--- src/rtl/cp0_exc_ctrl_pkg.sv ---
// Shared constants for the CP0 exception controller: ExcCodes, CP0 register
// addresses, MEM exception flag bit positions and the default handler vector.
package cp0_exc_ctrl_pkg;

  localparam logic [4:0] EXC_CODE_INT  = 5'h00;
  localparam logic [4:0] EXC_CODE_ADEL = 5'h04;
  localparam logic [4:0] EXC_CODE_SYS  = 5'h08;
  localparam logic [4:0] EXC_CODE_BP   = 5'h09;
  localparam logic [4:0] EXC_CODE_RI   = 5'h0A;
  localparam logic [4:0] EXC_CODE_OV   = 5'h0C;
  localparam logic [4:0] EXC_CODE_ERET = 5'h0E;

  localparam logic [4:0] CP0_ADDR_STATUS = 5'd12;
  localparam logic [4:0] CP0_ADDR_CAUSE  = 5'd13;
  localparam logic [4:0] CP0_ADDR_EPC    = 5'd14;

  localparam int EXC_BIT_ADEL = 5;
  localparam int EXC_BIT_RI   = 4;
  localparam int EXC_BIT_OV   = 3;
  localparam int EXC_BIT_SYS  = 2;
  localparam int EXC_BIT_BP   = 1;
  localparam int EXC_BIT_ERET = 0;

  localparam logic [31:0] EXC_VECTOR_DEF = 32'h0000_0020;
  localparam int          CNT_W          = 3;

  typedef enum logic {
    ST_IDLE  = 1'b0,
    ST_FLUSH = 1'b1
  } exc_state_t;

  // An mtc0 in WB lands in CP0 only at the end of this cycle, so bypass it.
  function automatic logic [31:0] fwd_reg(input logic        we,
                                          input logic [4:0]  waddr,
                                          input logic [4:0]  addr,
                                          input logic [31:0] wdata,
                                          input logic [31:0] cur);
    return (we && (waddr == addr)) ? wdata : cur;
  endfunction

endpackage

--- src/rtl/exc_int_sync.sv ---
// Two-flop synchroniser for asynchronous level inputs, one chain per bit.
module exc_int_sync #(
  parameter int WIDTH = 1
) (
  input  logic             clk,
  input  logic             rst_n,
  input  logic [WIDTH-1:0] d,
  output logic [WIDTH-1:0] q
);

  logic [WIDTH-1:0] meta;

  always_ff @(posedge clk or negedge rst_n) begin
    if (!rst_n) begin
      meta <= '0;
      q    <= '0;
    end else begin
      meta <= d;
      q    <= meta;
    end
  end

endmodule

--- src/rtl/cp0_exc_ctrl.sv ---
// Exception/interrupt arbiter between MEM and CP0: picks the top-priority event,
// pulses the CP0 update strobe and holds pipeline flush for a fixed window.
//
// state    | meaning
// ST_IDLE  | watching MEM for interrupts and exception flags
// ST_FLUSH | flush window running, MEM flags ignored until counter hits 0
module cp0_exc_ctrl
  import cp0_exc_ctrl_pkg::*;
#(
  parameter logic [31:0] EXC_VECTOR   = EXC_VECTOR_DEF,
  parameter int unsigned FLUSH_CYCLES = 3
) (
  input  logic        clk,
  input  logic        rst_n,
  input  logic [5:0]  int_i,
  input  logic        timer_int_i,
  input  logic        mem_valid_i,
  input  logic [31:0] mem_pc_i,
  input  logic        mem_in_delayslot_i,
  input  logic [5:0]  mem_exc_i,
  input  logic [31:0] cp0_status_i,
  input  logic [31:0] cp0_cause_i,
  input  logic [31:0] cp0_epc_i,
  input  logic        wb_cp0_we_i,
  input  logic [4:0]  wb_cp0_waddr_i,
  input  logic [31:0] wb_cp0_wdata_i,
  output logic        flush_o,
  output logic [31:0] new_pc_o,
  output logic        exc_we_o,
  output logic [4:0]  exc_code_o,
  output logic [31:0] exc_epc_o,
  output logic        exc_bd_o,
  output logic        eret_o
);

  localparam logic [CNT_W-1:0] CNT_INIT = CNT_W'(FLUSH_CYCLES - 1);

  logic [5:0]  int_sync;
  logic [5:0]  hw_ip;
  logic [7:0]  ip;
  logic [31:0] status_eff, cause_eff, epc_eff;
  logic [5:0]  flags;
  logic        int_pend;
  logic        evt;
  logic        evt_eret;
  logic [4:0]  evt_code;
  logic        unused_bits;

  exc_state_t       state_q, state_d;
  logic [CNT_W-1:0] cnt_q, cnt_d;
  logic             flush_d, we_d, bd_d, eret_d;
  logic [31:0]      new_pc_d, epc_d;
  logic [4:0]       code_d;

  exc_int_sync #(.WIDTH(6)) u_int_sync (
    .clk   (clk),
    .rst_n (rst_n),
    .d     (int_i),
    .q     (int_sync)
  );

  assign hw_ip      = int_sync | {timer_int_i, 5'b0};
  assign status_eff = fwd_reg(wb_cp0_we_i, wb_cp0_waddr_i, CP0_ADDR_STATUS, wb_cp0_wdata_i, cp0_status_i);
  assign cause_eff  = fwd_reg(wb_cp0_we_i, wb_cp0_waddr_i, CP0_ADDR_CAUSE, wb_cp0_wdata_i, cp0_cause_i);
  assign epc_eff    = fwd_reg(wb_cp0_we_i, wb_cp0_waddr_i, CP0_ADDR_EPC, wb_cp0_wdata_i, cp0_epc_i);
  assign ip         = {hw_ip, cause_eff[9:8]};
  assign flags      = mem_valid_i ? mem_exc_i : 6'b0;
  assign int_pend   = mem_valid_i && status_eff[0] && !status_eff[1] && ((ip & status_eff[15:8]) != 8'h00);

  assign unused_bits = ^{status_eff[31:16], status_eff[7:2], cause_eff[31:10], cause_eff[7:0]};

  always_comb begin
    evt      = 1'b1;
    evt_eret = 1'b0;
    evt_code = EXC_CODE_INT;
    if (int_pend)                  evt_code = EXC_CODE_INT;
    else if (flags[EXC_BIT_ADEL])  evt_code = EXC_CODE_ADEL;
    else if (flags[EXC_BIT_RI])    evt_code = EXC_CODE_RI;
    else if (flags[EXC_BIT_OV])    evt_code = EXC_CODE_OV;
    else if (flags[EXC_BIT_SYS])   evt_code = EXC_CODE_SYS;
    else if (flags[EXC_BIT_BP])    evt_code = EXC_CODE_BP;
    else if (flags[EXC_BIT_ERET]) begin
      evt_code = EXC_CODE_ERET;
      evt_eret = 1'b1;
    end else begin
      evt = 1'b0;
    end
  end

  always_comb begin
    state_d  = state_q;
    cnt_d    = cnt_q;
    flush_d  = flush_o;
    we_d     = 1'b0;
    eret_d   = 1'b0;
    new_pc_d = new_pc_o;
    code_d   = exc_code_o;
    epc_d    = exc_epc_o;
    bd_d     = exc_bd_o;
    case (state_q)
      ST_IDLE: begin
        flush_d = 1'b0;
        if (evt) begin
          flush_d = 1'b1;
          we_d    = 1'b1;
          code_d  = evt_code;
          if (evt_eret) begin
            new_pc_d = epc_eff;
            eret_d   = 1'b1;
          end else begin
            new_pc_d = EXC_VECTOR;
            epc_d    = mem_in_delayslot_i ? (mem_pc_i - 32'd4) : mem_pc_i;
            bd_d     = mem_in_delayslot_i;
          end
          // A one-cycle window needs no dwell: IDLE drops flush next cycle.
          if (FLUSH_CYCLES > 1) begin
            state_d = ST_FLUSH;
            cnt_d   = CNT_INIT;
          end
        end
      end
      ST_FLUSH: begin
        if (cnt_q == '0) begin
          flush_d = 1'b0;
          state_d = ST_IDLE;
        end else begin
          flush_d = 1'b1;
          cnt_d   = cnt_q - 1'b1;
        end
      end
      default: begin
        state_d = ST_IDLE;
        flush_d = 1'b0;
      end
    endcase
  end

  always_ff @(posedge clk or negedge rst_n) begin
    if (!rst_n) begin
      state_q    <= ST_IDLE;
      cnt_q      <= '0;
      flush_o    <= 1'b0;
      new_pc_o   <= '0;
      exc_we_o   <= 1'b0;
      exc_code_o <= '0;
      exc_epc_o  <= '0;
      exc_bd_o   <= 1'b0;
      eret_o     <= 1'b0;
    end else begin
      state_q    <= state_d;
      cnt_q      <= cnt_d;
      flush_o    <= flush_d;
      new_pc_o   <= new_pc_d;
      exc_we_o   <= we_d;
      exc_code_o <= code_d;
      exc_epc_o  <= epc_d;
      exc_bd_o   <= bd_d;
      eret_o     <= eret_d;
    end
  end

endmodule

--- config.mk ---
export PLATFORM = sky130hd
export DESIGN_NAME = cp0_exc_ctrl
export DESIGN_NICKNAME = d
export VERILOG_FILES = /design/src/rtl/cp0_exc_ctrl_pkg.sv /design/src/rtl/exc_int_sync.sv /design/src/rtl/cp0_exc_ctrl.sv
export SDC_FILE = /design/constraint.sdc
export NUM_CORES = 1
export LEC_CHECK = 0
export BUFFER_PORTS_ARGS = -buffer_cell sky130_fd_sc_hd__buf_4
export CORE_UTILIZATION = 30
export DETAILED_ROUTE_END_ITERATION = 16
export PLACE_DENSITY = 0.7
export RECOVER_POWER = 25
export SLEW_MARGIN = 5
export SYNTH_ARGS = -nofsm -noshare
export SYNTH_HDL_FRONTEND = slang
export SYNTH_SLANG_ARGS = --single-unit
--- constraint.sdc ---
create_clock -name clk -period 3.11 [get_ports clk]
set_input_delay 0.1555 -clock clk [delete_from_list [all_inputs] [get_ports clk]]
set_output_delay 0.1555 -clock clk [all_outputs]
set_load 0.01 [all_outputs]
After elaboration in Yosys (flattened, before gate mapping) --
Cells that the tools add are included.
Storage, ports and cells: register bits after elaboration 88, input bits 183, output and inout bits 73, logic and storage cells 69
Cells by class: $add $sub $neg 2, equal/unequal tests 5, multiplexer cells 36, bitwise gates (word level) 4, reductions and logical operators 12
Operators with widths (number):
- $mux W32 | 3
- $sub A32 B3 Y32 const B | 1
- $mux W4 | 7
- $mux W1 | 19
- $mux W16 | 1
- $eq A5 B4 Y1 const B | 3
- $mux W10 | 1
- $and A8 B8 Y8 | 1
- $reduce_bool A8 Y1 | 1
- $logic_and A1 B1 Y1 | 6
- $mux W3 | 2
- $mux W6 | 1
- $or A6 B6 Y6 | 1
- $pmux W3 S2 | 1
- $ne A2 B2 Y1 const B | 2
- $reduce_and A2 Y1 | 2
- $logic_not A3 Y1 | 1
- $reduce_and A3 Y1 | 1
- $sub A3 B1 Y3 const B | 1
- $not A1 Y1 | 2
- $pmux W1 S2 | 1
- $logic_not A1 Y1 | 1

Longest topological paths before layout --
Gate-level depths: netlist of the first run.
word-level depth 11, depth in mapped cells 10

By module --
Synthesis of the first run repeated with hierarchy kept, for this count alone.
Second synthesis, totals: cell total of the unflattened synthesis 357, area, all modules 4386.7 µm²
Modules (own cells, without submodules):
- cp0_exc_ctrl | times used 1, cells an instance 345, area each 4086.4 µm², seq. area each 1876.8 µm²
- exc_int_sync | times used 1, cells an instance 12, area each 300.3 µm², seq. area each 300.3 µm²

Least setup slack after synthesis of the first run --
OpenSTA, ideal clock, no wires.
path kind input -> register, start input port wb_cp0_waddr_i[4], end register exc_epc_o[5], library setup time 0.127 ns, arrival 2.526 ns, required time 2.983 ns, slack 0.457 ns, stages on the path 10, buffers on the path 3, path through nand4b_4 > or3_1 > buf_2 > mux2_4 > a22o_1 > o32a_4 > o31a_1 > buf_2 > buf_6 > mux2_1
Between the ends: word-level cells in the longest chain between the ends 9, elaborated cells between the ends (all ways) 16, classes of those cells eq/ne: 2; mux: 4; bitwise: 2; reduce/logical: 8
RTL lines:
- start, declared | line cp0_exc_ctrl.sv:25 | input logic [4:0] wb_cp0_waddr_i,
- $eq A5 B4 Y1 | line cp0_exc_ctrl_pkg.sv:38 | return (we && (waddr == addr)) ? wdata : cur;
- $logic_and A1 B1 Y1 | line cp0_exc_ctrl_pkg.sv:38
- $mux W10 / $mux W16 (equally long branches) | line cp0_exc_ctrl_pkg.sv:38
- $and A8 B8 Y8 (tied with other cells) | line cp0_exc_ctrl.sv:68 | assign int_pend = mem_valid_i && status_eff[0] && !status_eff[1] && ((ip & status_eff[15:8]) != 8'h00);
- $reduce_bool A8 Y1 / $logic_and A1 B1 Y1 (equally long branches) | line cp0_exc_ctrl.sv:68
- $logic_and A1 B1 Y1 (*) | line cp0_exc_ctrl.sv:68
- $mux W1 | line cp0_exc_ctrl.sv:76 | if (int_pend) evt_code = EXC_CODE_INT;
- $not A1 Y1 (no source line)
- $reduce_and A3 Y1 (no source line) (*)
- end signal, assigned | line cp0_exc_ctrl.sv:156 | exc_epc_o <= epc_d;
- end, declared | line cp0_exc_ctrl.sv:31 | output logic [31:0] exc_epc_o,
Mark *: on every way between the ends. The rest lies on a longest branch, timed or not. A chain may end at the register's enable or synchronous reset.

Worst setup path after layout of the first run --
start input port wb_cp0_waddr_i[4], end register new_pc_o[5]
Between the ends: word-level cells in the longest chain between the ends 8, elaborated cells between the ends (all ways) 19, classes of those cells eq/ne: 3; mux: 6; bitwise: 1; reduce/logical: 9
RTL lines:
- $eq A5 B4 Y1 | line cp0_exc_ctrl_pkg.sv:38
- $logic_and A1 B1 Y1 | line cp0_exc_ctrl_pkg.sv:38
- $mux W10 / $mux W16 (equally long branches) | line cp0_exc_ctrl_pkg.sv:38
- $and A8 B8 Y8 (tied with other cells) | line cp0_exc_ctrl.sv:68
- $reduce_bool A8 Y1 / $logic_and A1 B1 Y1 (equally long branches) | line cp0_exc_ctrl.sv:68
- $logic_and A1 B1 Y1 | line cp0_exc_ctrl.sv:68
- $mux W1 | line cp0_exc_ctrl.sv:76
- $mux W32 / $reduce_and A2 Y1 (equally long branches)
- end signal, assigned | line cp0_exc_ctrl.sv:153 | new_pc_o <= new_pc_d;
- end, declared | line cp0_exc_ctrl.sv:28 | output logic [31:0] new_pc_o,
Several ways; a longest one is shown, not always the timed one.

==> results of run 1 <==
logic make-up after synthesis:
kind of cell	count (synthesis)	synth area share, %
multiplexers	68	16.2
buffers and inverters	29	3.92
AO/OA/AOI/OAI	57	15.0
AND/OR/NAND/NOR	78	10.1
other	1	0.0834
adder cells (fa/ha/maj)	3	0.835
XOR/XNOR	28	5.45
flip-flops	87	48.4
critical path: stages:
cell	delay, ps
buf_4	120
nand4b_4	180
or3_1	460
mux2_4	340
a22o_1	240
o32a_4	400
or4_4	570
buf_12	200
a2bb2oi_1	150
flip-flops by register name, summed over array words and instances, names as in the netlist:
signal           count
eret_o               1
u_int_sync.meta      6
exc_we_o             1
exc_epc_o           32
state_q              1
exc_code_o           4
exc_bd_o             1
new_pc_o            32
u_int_sync.q         6
cnt_q                3
layer usage:
| metal | up-vias | share of wire (%) | track usage [%] |
|---|---|---|---|
| met3 | 17 | 7.1 | 4.51 |
| met5 | - | 0 | 0 |
| li1 | 1704 | - | - |
| met1 | 1732 | 41 | 16.9 |
| met4 | 0 | 1.9 | 6.09 |
| met2 | 149 | 50 | 25.1 |
power by group through the flow:
| stage | Clock (uW) | Sequential (uW) | Combinational [uW] |
|---|---|---|---|
| finish | 1090 | 1580 | 1340 |
| global route | 1180 | 1610 | 1440 |
| CTS | 1140 | 1580 | 1370 |
| detailed placement | 0 | 1600 | 1360 |
| global placement | 0 | 1580 | 1330 |
| floorplan | 0 | 1700 | 544 |
per-stage QoR:
stage / worst slack (ps) / power (uW) / hold WS [ps] / std cells
floorplan: 457 / 2240 / -140 / 351
global placement: 176 / 2910 / 265 / 725
detailed placement: 127 / 2960 / 266 / 725
CTS: 468 / 4080 / 35.6 / 747
global route: 388 / 4240 / 37.8 / 747
finish: 488 / 4010 / 57.3 / 747
cell type report:
type / count / area (sq um)
fill: 1342 / 8020
sequential: 87 / 2180
multi-input combinational: 235 / 2160
timing repair buffer: 216 / 1670
clock buffer: 12 / 246
tap: 184 / 230
clock inverter: 4 / 55.1
inverter: 9 / 33.8
path summary, 6_finish.rpt:
kind,cells past startpoint,start,to,slack (ps)
setup / recovery,9,wb_cp0_waddr_i[4],new_pc_o[5]$_DFFE_PN0P_,490
hold / removal,2,mem_pc_i[0],exc_epc_o[0]$_DFFE_PN0P_,60
setup reg to reg,8,u_int_sync.q[5]$_DFF_PN0_,new_pc_o[5]$_DFFE_PN0P_,490
hold reg to reg,0,u_int_sync.meta[3]$_DFF_PN0_,u_int_sync.q[3]$_DFF_PN0_,350
max in group asynchronous,1,rst_n,exc_epc_o[4]$_DFFE_PN0P_,1370
min in group asynchronous,1,rst_n,u_int_sync.q[3]$_DFF_PN0_,460
timing repair:
action | CTS | global route
endpoints found under the hold margin | 6 | 0
hold buffers | 6 | 0
setup buffers | 0 | 0
cells in the mapped netlist, drive strengths merged:
| cell type | number |
|---|---|
| nand3 | 2 |
| o31a | 1 |
| xor2 | 24 |
| conb | 1 |
| a22o | 2 |
| nor2b | 1 |
| a31o | 2 |
| a222oi | 2 |
| nand2b | 4 |
| o32a | 1 |
| mux2 | 37 |
| a22oi | 2 |
| nor3b | 3 |
| or3 | 8 |
| nand4b | 1 |
| o21ai | 4 |
| mux2i | 31 |
| inv | 9 |
| o2bb2ai | 32 |
| o41ai | 1 |
| nor4 | 6 |
| nor2 | 21 |
| nand2 | 7 |
| ha | 3 |
| or2 | 3 |
| a211oi | 2 |
| dfrtp | 87 |
| clkbuf | 6 |
| nor3 | 9 |
| o22a | 1 |
| a21o | 1 |
| buf | 14 |
| a221oi | 1 |
| or4 | 7 |
| and3b | 1 |
| xnor2 | 4 |
| or3b | 1 |
| nand3b | 1 |
| or4b | 1 |
| a2bb2oi | 1 |
| nor4b | 2 |
| a21oi | 2 |
| o31ai | 2 |
==> out/results.tsv, run 1 <==
metric	value	unit
start_util	30.8	%
yosys_warnings	0	
drtPass1Iterations	4	
ant_nets	0	
synth_seq_cells	87	
p_seq_share	39.3	%
drv_slew	88	
swShare	29.5	%
violations	capacitance limit, slew limit	
via_count	3602	
rows	44	
setup_tns	0	ps
grt_pass1_wl	18.2	mm
layout-drive-gt1-share	52.4	%
port-buffer-count	202	
combPwrFrac	33.4	%
cts_tree	yes	
clk_pin_slew	60	ps
critical_path.startpoint_type	input pin	
avgRoutedWirePerCell	15.3	um
intPower	2830	uW
nets	744	
setup.worst_path.end_class	flip-flop	
via_per_inst	4.82	
chipHeight	124	um
final_area	0.00657	sq mm
p_clk_share	27.3	%
yosysSeqAreaShare	48.4	%
overflow	0	
avgSynthCellArea	12.8	sq um
postCtsResizedCells	0	
fp.dieArea	0.0155	sq mm
rsz0062_at_grt	no	
ys_types	50	
first_global_vias	3615	
grt_usage	14.7	%
grt_max_degree	88	
min_period	2620	ps
htreeDepth	3	
dpl-instance-area	0.00621	sq mm
fmax	0.381	GHz
die_x	124	um
min_path_type	in -> reg	
cts_sinks	87	
ios	256	
wl	11.5	mm
final_cell_mix	buf_4 (200), dfrtp_1 (87), mux2_2 (31), mux2i_1 (31), o2bb2ai_2 (29)	
antenna_found_initial	0	
netlist_area	0.00450	sq mm
clockRootBuffer	clkbuf_16	
arrival	2830	ps
n_antenna_cell	0	
hpwl	8.72	mm
power.density	610	mW/mm^2
worstPathMaxFanout	25	
layout_commonest_cell	buf_4	
worst_slew_pin_slew	2180	ps
synth_area_leader_cell	dfrtp_1	
final_core_util	45.1	%
fin_skew	10.5	ps
cts_buffer_depth	2	
cts_inserted_buffers	9	
netlist_top_cells_area	dfrtp_1 (48%), o2bb2ai_2 (9.7%), mux2_2 (7.8%)	
path_class	in -> reg	
maxCapViolCount	1	
status	finished, violations left	
fin_crit_sh	84.3	%
switchingPower	1180	uW
ir_drop	0.000359	V
p_leak	0.00300	uW
crit_required	3310	ps
gp_congestion	0.825	
dr.first_iter.drc_count	137	
syn-num-nets	537	
setup_viol	0	
slew_headroom	-45.3	%
syn_inst	351	
finalHoldViolations	0	
area_growth	46.2	%
clk_latency	340	ps
yosysTopAreaCellShare	48.4	%
drcViolationCount	0	
core	0.0146	sq mm
Power figures use the tool's default switching activity.
==> inputs of run 2 (changes only) <==
Settings changed: ABC_AREA set to 1, PLACE_DENSITY 0.7 to 0.69.
Clock period 3.11 ns to 2.6 ns, I/O delays scaled along.
==> run 2 against run 1 <==
- the flow now finishes without violations
- non-clock buffer count is 2 lower
- sequential power is 21% higher
- global-route usage is 2.6 points higher
- cell area is 6.2% higher
- synthesized area is 8.9% higher
- flip-flop and latch count stayed put
- synthesized cell count is 84% higher
==> out/results.tsv, run 2 <==
metric	value	unit	change
fmax	0.480	GHz	
cts_sinks	87		unchanged
clockRootBuffer	clkbuf_16		unchanged
via_count	4781		was 3602
fin_skew	8.93	ps	was 10.5 ps
drcViolationCount	0		unchanged
path_class	reg -> reg		was in -> reg
via_per_inst	4.49		was 4.82
core	0.0159	sq mm	was 0.0146 sq mm
chipHeight	130	um	was 124 um
fp.dieArea	0.0168	sq mm	was 0.0155 sq mm
synthFlopType	dfrtp_1		unchanged
crit_required	2890	ps	was 3310 ps
yosysSeqAreaShare	44.5	%	was 48.4%
synth_area_leader_cell	dfrtp_1		unchanged
postCtsResizedCells	0		unchanged
dpl-instance-area	0.00660	sq mm	was 0.00621 sq mm
cts_tree	yes		unchanged
clk_latency	350	ps	was 340 ps
crit_slowest_cell	nor2_4		was or4_4
ir_drop	0.000393	V	was 0.000359 V
ios	256		unchanged
crit_path_frequent_cell	nand2_1		
grt_pass1_wl	22.3	mm	was 18.2 mm
syn_inst	645		was 351
min_period	2080	ps	
async_flop_share	100	%	unchanged
yosys_warnings	0		unchanged
intPower	3350	uW	was 2830 uW
final_area	0.00698	sq mm	was 0.00657 sq mm
die_x	130	um	was 124 um
setup_tns	0	ps	unchanged
p_seq_share	37.7	%	was 39.3%
worst_slew_pin_slew	1250	ps	was 2180 ps
synth_seq_cells	87		unchanged
synth_top_cells_by_count	nand2_1 (255), dfrtp_1 (87), inv_1 (58), nor2_1 (55), nand4_1 (36)		was dfrtp_1 (87), mux2_2 (31), mux2i_1 (31), o2bb2ai_2 (29), xor2_1 (24)
setup_viol	0		unchanged
swShare	33.8	%	was 29.5%
netlist_area	0.00490	sq mm	was 0.00450 sq mm
slowest_delay	570	ps	about the same
drv_slew	0		was 88
switchingPower	1710	uW	was 1180 uW
ant_nets	0		unchanged
synth_edf_count	0		unchanged
start_util	30.8	%	about the same
p_clk_share	28.1	%	was 27.3%
syn-num-nets	831		was 537
critical_path.startpoint_type	flip-flop		was input pin
reg_top3	exc_epc_o x32, new_pc_o x32		unchanged
wl	14.4	mm	was 11.5 mm
overflow	0		unchanged
fin_crit_sh	80.1	%	
arrival	2370	ps	was 2830 ps
min_path_type	in -> reg		unchanged
power.density	725	mW/mm^2	was 610 mW/mm^2
layout_commonest_cell	nand2_1		was buf_4
htreeDepth	3		unchanged
grt_usage	17.2	%	was 14.7%
ys_types	33		was 50
netlist_top_cells_area	dfrtp_1 (44%), nand2_1 (20%), mux2_2 (5.3%)		was dfrtp_1 (48%), o2bb2ai_2 (9.7%), mux2_2 (7.8%)
grt_max_degree	47		was 88
n_antenna_cell	0		unchanged
final_cell_mix	nand2_1 (255), buf_4 (195), dfrtp_1 (87), inv_1 (58), nor2_1 (55)		was buf_4 (200), dfrtp_1 (87), mux2_2 (31), mux2i_1 (31), o2bb2ai_2 (29)
avgRoutedWirePerCell	13.5	um	was 15.3 um
yosysTopAreaCellShare	44.5	%	was 48.4%
cts_inserted_buffers	9		unchanged
layout-drive-gt1-share	30.0	%	was 52.4%
rows	46		was 44
area_growth	42.6	%	was 46.2%
hpwl	10.8	mm	was 8.72 mm
fillerInstances	1617		was 1342
avgSynthCellArea	7.59	sq um	was 12.8 sq um
status	finished, final reports clean		was finished, violations left
drtPass1Iterations	4		unchanged
first_global_vias	4559		was 3615
slew_headroom	16.8	%	was -45.3%
antenna_found_initial	0		unchanged
clk_pin_slew	70	ps	was 60 ps
finalHoldViolations	0		unchanged
cts_buffer_depth	2		unchanged
dr.first_iter.drc_count	159		was 137
gp_congestion	0.892		was 0.825
maxCapViolCount	0		was 1
hold_slack	39.7	ps	was 57.3 ps
path_cells	or2_2 > nand3_1 > nand2_1 > nor2_1 > nand2_1 > nand2_2 > nand2_4 > nor2_4 > nand2_1 > nand2_1		was buf_4 > nand4b_4 > or3_1 > mux2_4 > a22o_1 > o32a_4 > or4_4 > buf_12 > a2bb2oi_1
rsz0062_at_grt	no		unchanged
p_leak	0.00379	uW	was 0.00300 uW
nets	1030		was 744
yosysMostFrequentCell	nand2_1		was dfrtp_1
setup.worst_path.end_class	flip-flop		unchanged
worstPathMaxFanout	32		was 25
port-buffer-count	202		unchanged
combPwrFrac	34.3	%	was 33.4%
final_core_util	43.9	%	was 45.1%
## run 2: routing by layer
metal / global-route usage [%] / wire [um] / up-vias
met2: 30.0 / 6900 / 179
li1: - / - / 2434
met5: 0 / 0 / -
met4: 4.99 / 194 / 0
met3: 5.13 / 1270 / 16
met1: 20.5 / 5990 / 2152
## run 2: metrics by stage
step	total power, uW	worst slack, ps	std cells
2_1_floorplan	2800	1020	645
4_1_cts	5180	469	1065
6_report	5060	517	1065
5_1_grt	5440	280	1065
3_3_place_gp	3680	382	1042
3_5_place_dp	3710	323	1042
## run 2: worst max-delay path: cells and delay by family (launching register included)
family	cells	cell delay, ps
DFF	1	350
and+or+nand+nor	10	1660
## run 2: repair_timing
action / CTS / global route
setup buffers: 0 / 0
hold buffers: 7 / 0
endpoints found under the hold margin: 51 / 0
## run 2: cell families after synthesis
family          after synthesis  synth area share, %
buf+inv                      85                 7.23
xor+xnor                     25                 4.47
fa+ha+maj                     3                0.767
compound gates               22                 2.40
other cells                   1               0.0766
mux                          23                 5.29
flops                        87                 44.5
simple gates                399                 35.3
## run 2: path summary, 6_finish.rpt
check	to	slack, ps	depth (start not counted)	from
hold reg to reg	u_int_sync.q[3]$_DFF_PN0_	350	0	u_int_sync.meta[3]$_DFF_PN0_
max in group asynchronous	cnt_q[1]$_DFFE_PN0P_	1170	3	rst_n
setup / recovery	new_pc_o[28]$_DFFE_PN0P_	520	10	u_int_sync.q[5]$_DFF_PN0_
hold / removal	exc_epc_o[1]$_DFFE_PN0P_	40	3	mem_pc_i[1]
min in group asynchronous	new_pc_o[7]$_DFFE_PN0P_	570	2	rst_n
setup reg to reg	new_pc_o[28]$_DFFE_PN0P_	520	10	u_int_sync.q[5]$_DFF_PN0_
## run 2: final cells by class
| type | instances | area [sq um] | area share, % |
|---|---|---|---|
| sequential | 87 | 2180 | 31.2 |
| clock inverter | 7 | 103 | 1.47 |
| timing repair buffer | 214 | 1620 | 23.2 |
| inverter | 59 | 221 | 3.17 |
| tap | 216 | 270 | 3.87 |
| multi-input combinational | 473 | 2360 | 33.9 |
| clock buffer | 9 | 225 | 3.23 |
## run 2: power groups by stage
| stage | clock network (uW) | logic [uW] | registers [uW] |
|---|---|---|---|
| CTS | 1470 | 1800 | 1910 |
| detailed placement | 0 | 1780 | 1930 |
| floorplan | 0 | 747 | 2050 |
| global route | 1530 | 1960 | 1950 |
| finish | 1420 | 1730 | 1910 |
| global placement | 0 | 1760 | 1930 |
